==> src/rtl/tp_sound_mixer_if.sv <==
// tp_sound_mixer_if: channel levels, mask and volume in; mixed sample and strobe out
interface tp_sound_mixer_if;
  logic [47:0] ch;
  logic [5:0]  ch_mask;
  logic [3:0]  vol;
  logic [15:0] out;
  logic        out_valid;
  modport master (output ch, ch_mask, vol, input out, out_valid);
  modport slave  (input ch, ch_mask, vol, output out, out_valid);
endinterface

==> src/rtl/tp_sound_mixer.sv <==
// tp_sound_mixer: six-channel PSG mixer with per-channel mute, master volume and saturation
module tp_sound_mixer #(
  parameter int DIV = 220
) (
  input  logic            clk,
  input  logic            reset,
  tp_sound_mixer_if.slave bus
);
  typedef enum logic [1:0] {S_IDLE, S_ACC, S_SCALE, S_OUT} state_t;
  state_t             r_state, w_next;
  logic [9:0]         r_cnt;
  logic [2:0]         r_idx;
  logic [47:0]        r_snap;
  logic [5:0]         r_mask;
  logic [3:0]         r_vol;
  logic signed [10:0] r_acc;
  logic signed [15:0] r_prod;
  logic [15:0]        r_out;
  logic               r_valid;
  logic               w_snap, w_acc, w_scale, w_load;
  logic [7:0]         w_byte, w_term;
  logic signed [15:0] w_mul;
  logic [15:0]        w_sat;
  // free-running sample period counter
  always_ff @(posedge clk)
    if (!reset) r_cnt <= '0;
    else r_cnt <= (r_cnt == 10'(DIV - 1)) ? '0 : r_cnt + 10'd1;
  // sequencer state register
  always_ff @(posedge clk)
    if (!reset) r_state <= S_IDLE;
    else r_state <= w_next;
  // sequencer next state: snapshot on period start, six accumulate steps, scale, emit
  always_comb
    w_next = r_state == S_IDLE  ? (r_cnt == 10'd0 ? S_ACC : S_IDLE) :
             r_state == S_ACC   ? (r_idx == 3'd5 ? S_SCALE : S_ACC) :
             r_state == S_SCALE ? S_OUT : S_IDLE;
  // per-state datapath controls and combinational arithmetic
  always_comb begin
    w_snap  = r_state == S_IDLE && r_cnt == 10'd0;
    w_acc   = r_state == S_ACC;
    w_scale = r_state == S_SCALE;
    w_load  = r_state == S_OUT;
    w_byte  = 8'(r_snap >> {r_idx, 3'b000});
    w_term  = r_mask[r_idx] ? {~w_byte[7], w_byte[6:0]} : 8'd0;
    w_mul   = $signed({{5{r_acc[10]}}, r_acc}) * $signed({12'd0, r_vol});
    w_sat   = (r_prod[15:13] == 3'b000 || r_prod[15:13] == 3'b111) ? {r_prod[13:0], 2'b00} :
              (r_prod[15] ? 16'h8000 : 16'h7FFF);
  end
  // datapath registers: snapshot, signed accumulate, volume scale, saturated output
  always_ff @(posedge clk)
    if (!reset) begin
      r_idx   <= '0;
      r_acc   <= '0;
      r_prod  <= '0;
      r_snap  <= '0;
      r_mask  <= '0;
      r_vol   <= '0;
      r_out   <= '0;
      r_valid <= 1'b0;
    end else begin
      r_valid <= w_load;
      if (w_snap) begin
        r_snap <= bus.ch;
        r_mask <= bus.ch_mask;
        r_vol  <= bus.vol;
        r_acc  <= '0;
        r_idx  <= '0;
      end
      if (w_acc) begin
        r_acc <= r_acc + {{3{w_term[7]}}, w_term};
        r_idx <= r_idx == 3'd5 ? r_idx : r_idx + 3'd1;
      end
      if (w_scale) r_prod <= w_mul;
      if (w_load) r_out <= w_sat;
    end
  assign bus.out       = r_out;
  assign bus.out_valid = r_valid;
endmodule

==> src/flat_wrapper.sv <==
// flat-port wrapper written by rule: the top's interface ports become plain ports
module tp_sound_mixer_flat 
#(
  parameter int DIV = 220
)
  (clk, reset, bus_ch, bus_ch_mask, bus_vol, bus_out, bus_out_valid);
  tp_sound_mixer_if bus_i ();
  input  logic clk;
  input  logic reset;
  input wire logic [$bits(bus_i.ch)-1:0] bus_ch;
  input wire logic [$bits(bus_i.ch_mask)-1:0] bus_ch_mask;
  input wire logic [$bits(bus_i.vol)-1:0] bus_vol;
  output wire logic [$bits(bus_i.out)-1:0] bus_out;
  output wire logic [$bits(bus_i.out_valid)-1:0] bus_out_valid;
  assign bus_i.ch = bus_ch;
  assign bus_i.ch_mask = bus_ch_mask;
  assign bus_i.vol = bus_vol;
  assign bus_out = bus_i.out;
  assign bus_out_valid = bus_i.out_valid;
  tp_sound_mixer #(.DIV(DIV)) u_core (.clk(clk), .reset(reset), .bus(bus_i));
endmodule
==> config.mk <==
export PLATFORM = sky130hd
export DESIGN_NAME = tp_sound_mixer_flat
export DESIGN_NICKNAME = d
export VERILOG_FILES = /design/src/rtl/tp_sound_mixer_if.sv /design/src/rtl/tp_sound_mixer.sv /design/src/flat_wrapper.sv
export SDC_FILE = /design/constraint.sdc
export NUM_CORES = 1
export LEC_CHECK = 0
export ABC_AREA = 0
export BUFFER_PORTS_ARGS = -buffer_cell sky130_fd_sc_hd__buf_2
export CORE_MARGIN = 8
export CORE_UTILIZATION = 41
export CTS_BUF_LIST = sky130_fd_sc_hd__clkbuf_2
export DETAILED_ROUTE_END_ITERATION = 10
export GPL_TIMING_DRIVEN = 0
export PLACE_DENSITY_LB_ADDON = 0.08
export SKIP_CTS_REPAIR_TIMING = 1
export SLEW_MARGIN = 10
export SYNTH_ARGS = -nofsm -noshare
export SYNTH_HDL_FRONTEND = slang
export SYNTH_SLANG_ARGS = --single-unit
export TNS_END_PERCENT = 5
==> constraint.sdc <==
create_clock -name clk -period 4.8 [get_ports clk]
set_clock_uncertainty 0.05 [all_clocks]
set_input_delay 0.96 -clock clk [delete_from_list [all_inputs] [get_ports clk]]
set_output_delay 0.96 -clock clk [all_outputs]
set_load 0.005 [all_outputs]
# Yosys cells after proc, flatten, opt, wreduce, memory -nomap -nowiden
# Index checks and enable logic that the tools add are counted.
# classes
n_addsub	3
multipliers	1
magnitude_cmp	1
n_eq_ne	7
shifts	1
mux	15
bitwise_logic	2
n_reduce_logical	8
# op_table
op	count
right shift 48 x 6 -> 8 bit	1
2-to-1 mux 16 bit	2
2-to-1 mux 11 bit	2
multiplier 11 x 5 -> 16 bit	1
adder 11 bit	1
adder 10 x 1 -> 10 bit, second input constant	1
equality test 10 x 8 -> 1 bit, second input constant	1
zero test 10 bit	1
2-to-1 mux 3 bit	3
2-to-1 mux 2 bit	4
2-to-1 mux 8 bit	1
equality test 3 bit, second input constant	2
equality test 2 bit, second input constant	2
< comparator 3 x 4 -> 1 bit, second input constant	1
adder 3 x 1 -> 3 bit, second input constant	1
binary-select mux 1 bit (select 3 bit)	1
zero test 3 bit	1
equality test 2 x 1 -> 1 bit, second input constant	1
zero test 2 bit	1
2-to-1 mux 1 bit	2
!= test 2 bit, second input constant	1
NOT 1 bit	2
AND reduction 2 bit	1
nonzero test 2 bit	1
3 further kinds	3
# totals
ff_bits	117
output_inout_bits	17
wordCells	48

# Depth between registers and ports, before layout
# depth
depth_word	5
depth_mapped	14

# Worst setup path after synthesis
# OpenSTA, ideal clock, no wires.
# synth_path
path_kind	reg-to-reg
start	register u_core.r_vol[3]
end	register u_core.r_prod[10]
setup_ns	0.079
t_arrival_ns	3.442
required_ns	4.671
path_slack_ns	1.229
path_stages_with_launch	14
cell_sequence	dfxtp_1 clkbuf_1 and2_1 ha_1 fa_1 inv_1 fa_1 inv_1 ha_1 a21oi_1 a31oi_1 or2_2 a211o_1 o211ai_1
# synth_via
elab_chain_cells	1
# synth_lines
item	line_no	text
from (decl)	tp_sound_mixer.sv:15	logic [3:0] r_vol;
from (signal assigned)	tp_sound_mixer.sv:65	r_vol <= bus.vol;
multiplier 11 x 5 -> 16 bit	tp_sound_mixer.sv:45	w_mul = $signed({{5{r_acc[10]}}, r_acc}) * $signed({12'd0, r_vol});
to (signal assigned)	tp_sound_mixer.sv:73	if (w_scale) r_prod <= w_mul;
to (decl)	tp_sound_mixer.sv:17	logic signed [15:0] r_prod;
# No other way between the ends.
# A chain may end at the register's enable or synchronous reset.

# Worst setup path after layout
# Same ends and word-level chain as after synthesis.

==> impl_results.md <==
- DP Worst Slack: 0.779 ns
- Grt met2 use: 30.6%
- #FFs+latches synth: ~120
- Final ANT Viol Nets: 0
- Die Ht: roughly 140 microns
- Critical Path Start Type: register
- RD Place Congestion: just under 0.9
- Vias in the first global route: about 5.8k
- DR DRC count: 0
- Port bufs: 75
- First-pass GRT wire length: ~28 mm
- GR Layer Usage met3: 3.72%
- # fillers: between 1.5k and 2k
- I/O pin cnt: 77
- Final Max Tran Viols: 0
- Synth top area cells: dfxtp_1 (35%), nand2_1 (9.3%), ha_1 (8.2%)
- Post-Layout Cell Count: about 1.1k
- Synth unique cells: 52
- Crit path capture type: register
- Vias: 5747
- H-tree depth: 4
- Actual slew at the worst max-slew pin: 0.670 ns
- WS Path Type: reg2reg
- Seq/Total Area, Yosys: 34.7%
- First-pass DRT Iterations: 5
- Root buffer cell: clkbuf_2
- Rows: 46
- Maximum clock path buffer count: 2
- Worst r2r path cells: 13
- NumNets Final: about 1.0k
- EDFF count, synth: 0
- Overall Power: 0.00209 W
- Gr usage total: 17.5%
- Post-route setup slack: 0.753 ns
- Synth cell count leaders: nand2_1 (165), dfxtp_1 (116), a21oi_1 (92)
- Initial antenna violation count: 1
- Fraction of layout cells with a size suffix above 1: 15.4%
- Netlist Area Pre-Place: 6700 sq um
- Max-Cap Viols: 0
- Ratio of total power to cell area: ~270 nW/um^2
- CP required: 5.34 ns
- Detailed Route Iter0 Violations: 256
- Post-synth top area cell: dfxtp_1
- Placed cells: 1098
- Die area: 20700 sq um
- Final Critical Period: 4.05 ns
- Outcome: finished clean
- Fmax achieved: ~250 MHz
- Leak: 3.31 nW
- Starting Density: between 40% and 50%
- Area grow syn2layout: 13.4%
- Largest net degree at the start of global routing: 17
- Mapped Nets: 935
- Final worst-path cycle share: 84.3%
- Unrepaired setup endpoints after global routing: false
- Total negative setup slack: 0 ns
- Hold Path Class: reg2reg
- Final HPWL DP: 13.6 mm
- Drt wl/cell: 15.1 microns
- Max IR drop VDD: ~0.00016 V
- Most common cell in the netlist: nand2_1
- Ys async rst share: 0%
- Die width: 144 microns
- Num Clock Sinks: 116
- CTS tree: built
- Mean post-synth cell area: 8.30 sq um
- Crit Path Max Fanout: 10
- Proportion of netlist area held by the largest area contributor: between 30% and 40%
- DRT Wirelength: 17.1 mm
- Hold Violations, Final: 0
- Worst hold stages: 2
- Arr. time, crit path: 4.59 ns
- Cells after Synth: 807
- Core ar.: 15900 sq um
- GRT overflow: 0
- Setup-failing EPs final: 0
- Vias/cell: 5.08
- Rel. slew slack: 55.3%
- CTS Buf Count: 17
- GRT Max-Usage Layer: met2
- YS warnings: 0
- Worst-Skew Late Latency: 0.68 ns
- Clk slew on worst S/H paths: about 0.17 ns
- GR Util met1: about 21%
- Top FF cell, synth: dfxtp_1
## registers in the layout (all words and copies together) (netlist names)
| name | flops |
|---|---|
| u_core.r_prod | 16 |
| u_core.bus.out_valid | 1 |
| u_core.r_cnt | 10 |
| u_core.r_mask | 6 |
| u_core.r_acc | 11 |
| u_core.r_idx | 3 |
| u_core.bus.out | 15 |
| u_core.r_snap | 48 |
| u_core.r_state | 2 |
| u_core.r_vol | 4 |
## layout by cell type, fill, tap and decap left out, types with 27 or more instances in the layout
master / Yosys / layout
nand2_1: 165 / 165
dfxtp_1: 116 / 116
a21oi_1: 92 / 92
buf_2: 8 / 83
nor2_1: 49 / 49
ha_1: 44 / 44
inv_1: 43 / 43
and2_1: 37 / 37
clkbuf_1: 31 / 31
nand3_1: 27 / 27
## power by group
group	internal (W)	switching, W	total [W]
Sequential	0.00102	0.0000384	0.00106
Clock	0.000284	0.000386	0.000669
Combinational	0.000139	0.000219	0.000358
## worst max-delay path, cell delays in order (launching register included)
cell      delay (ns)
dfxtp_1         0.43
clkbuf_1        0.33
and2_1          0.19
ha_1            0.25
fa_1            0.54
inv_1           0.05
fa_1            0.52
inv_1           0.04
ha_1            0.35
a21oi_1         0.28
a31oi_1         0.22
or2_2           0.33
a211o_1         0.30
o211ai_1        0.09
## final cells by class
type                    instances  area [sq um]  area share (%)
multi-input cells             601          4000            52.6
flip-flops and latches        116          2320            30.6
repair buffers                 75           375            4.94
well taps                     216           270            3.56
plain buffers                  46           213            2.80
inverters                      44           165            2.18
clock inverters                15           163            2.14
clock buffers                  17          85.1            1.12
diodes                          1          2.50          0.0330
## kinds of logic after synthesis
family | synth area share (%)
DFF | 34.7
buffers and inverters | 5.64
AOI/OAI and AO/OA | 16.1
xor gates and xnor gates | 3.01
adders and majority gates | 15.4
muxes | 3.85
and+or+nand+nor | 21.3
## worst paths after layout
check | start | to | slack, ns
worst max-delay path | u_core.r_vol[3]$_SDFFE_PN0P_ | u_core.r_prod[10]$_SDFFE_PN0P_ | 0.75
worst min-delay path | u_core.r_mask[3]$_SDFFE_PN0P_ | u_core.r_mask[3]$_SDFFE_PN0P_ | 0.42
worst max register to register | u_core.r_vol[3]$_SDFFE_PN0P_ | u_core.r_prod[10]$_SDFFE_PN0P_ | 0.75
worst min register to register | u_core.r_mask[3]$_SDFFE_PN0P_ | u_core.r_mask[3]$_SDFFE_PN0P_ | 0.42
## per-stage QoR
step / hold slack, ns / area [sq um] / util (%)
floorplan: 0.380 / 6700 / -
global placement: 0.391 / 7340 / 46.0
detailed placement: 0.395 / 7340 / 46.0
CTS: 0.371 / 7590 / 47.6
global route: 0.367 / 7590 / 47.6
finish: 0.417 / 7590 / 47.6
## per-layer routing
| metal | vias to the layer above | part of all wire (%) |
|---|---|---|
| li1 | 2948 | - |
| met5 | - | 0 |
| met2 | 116 | 49 |
| met3 | 19 | 3.9 |
| met1 | 2664 | 45 |
| met4 | 0 | 1.5 |
No activity file was read; power rests on OpenSTA's default activity.
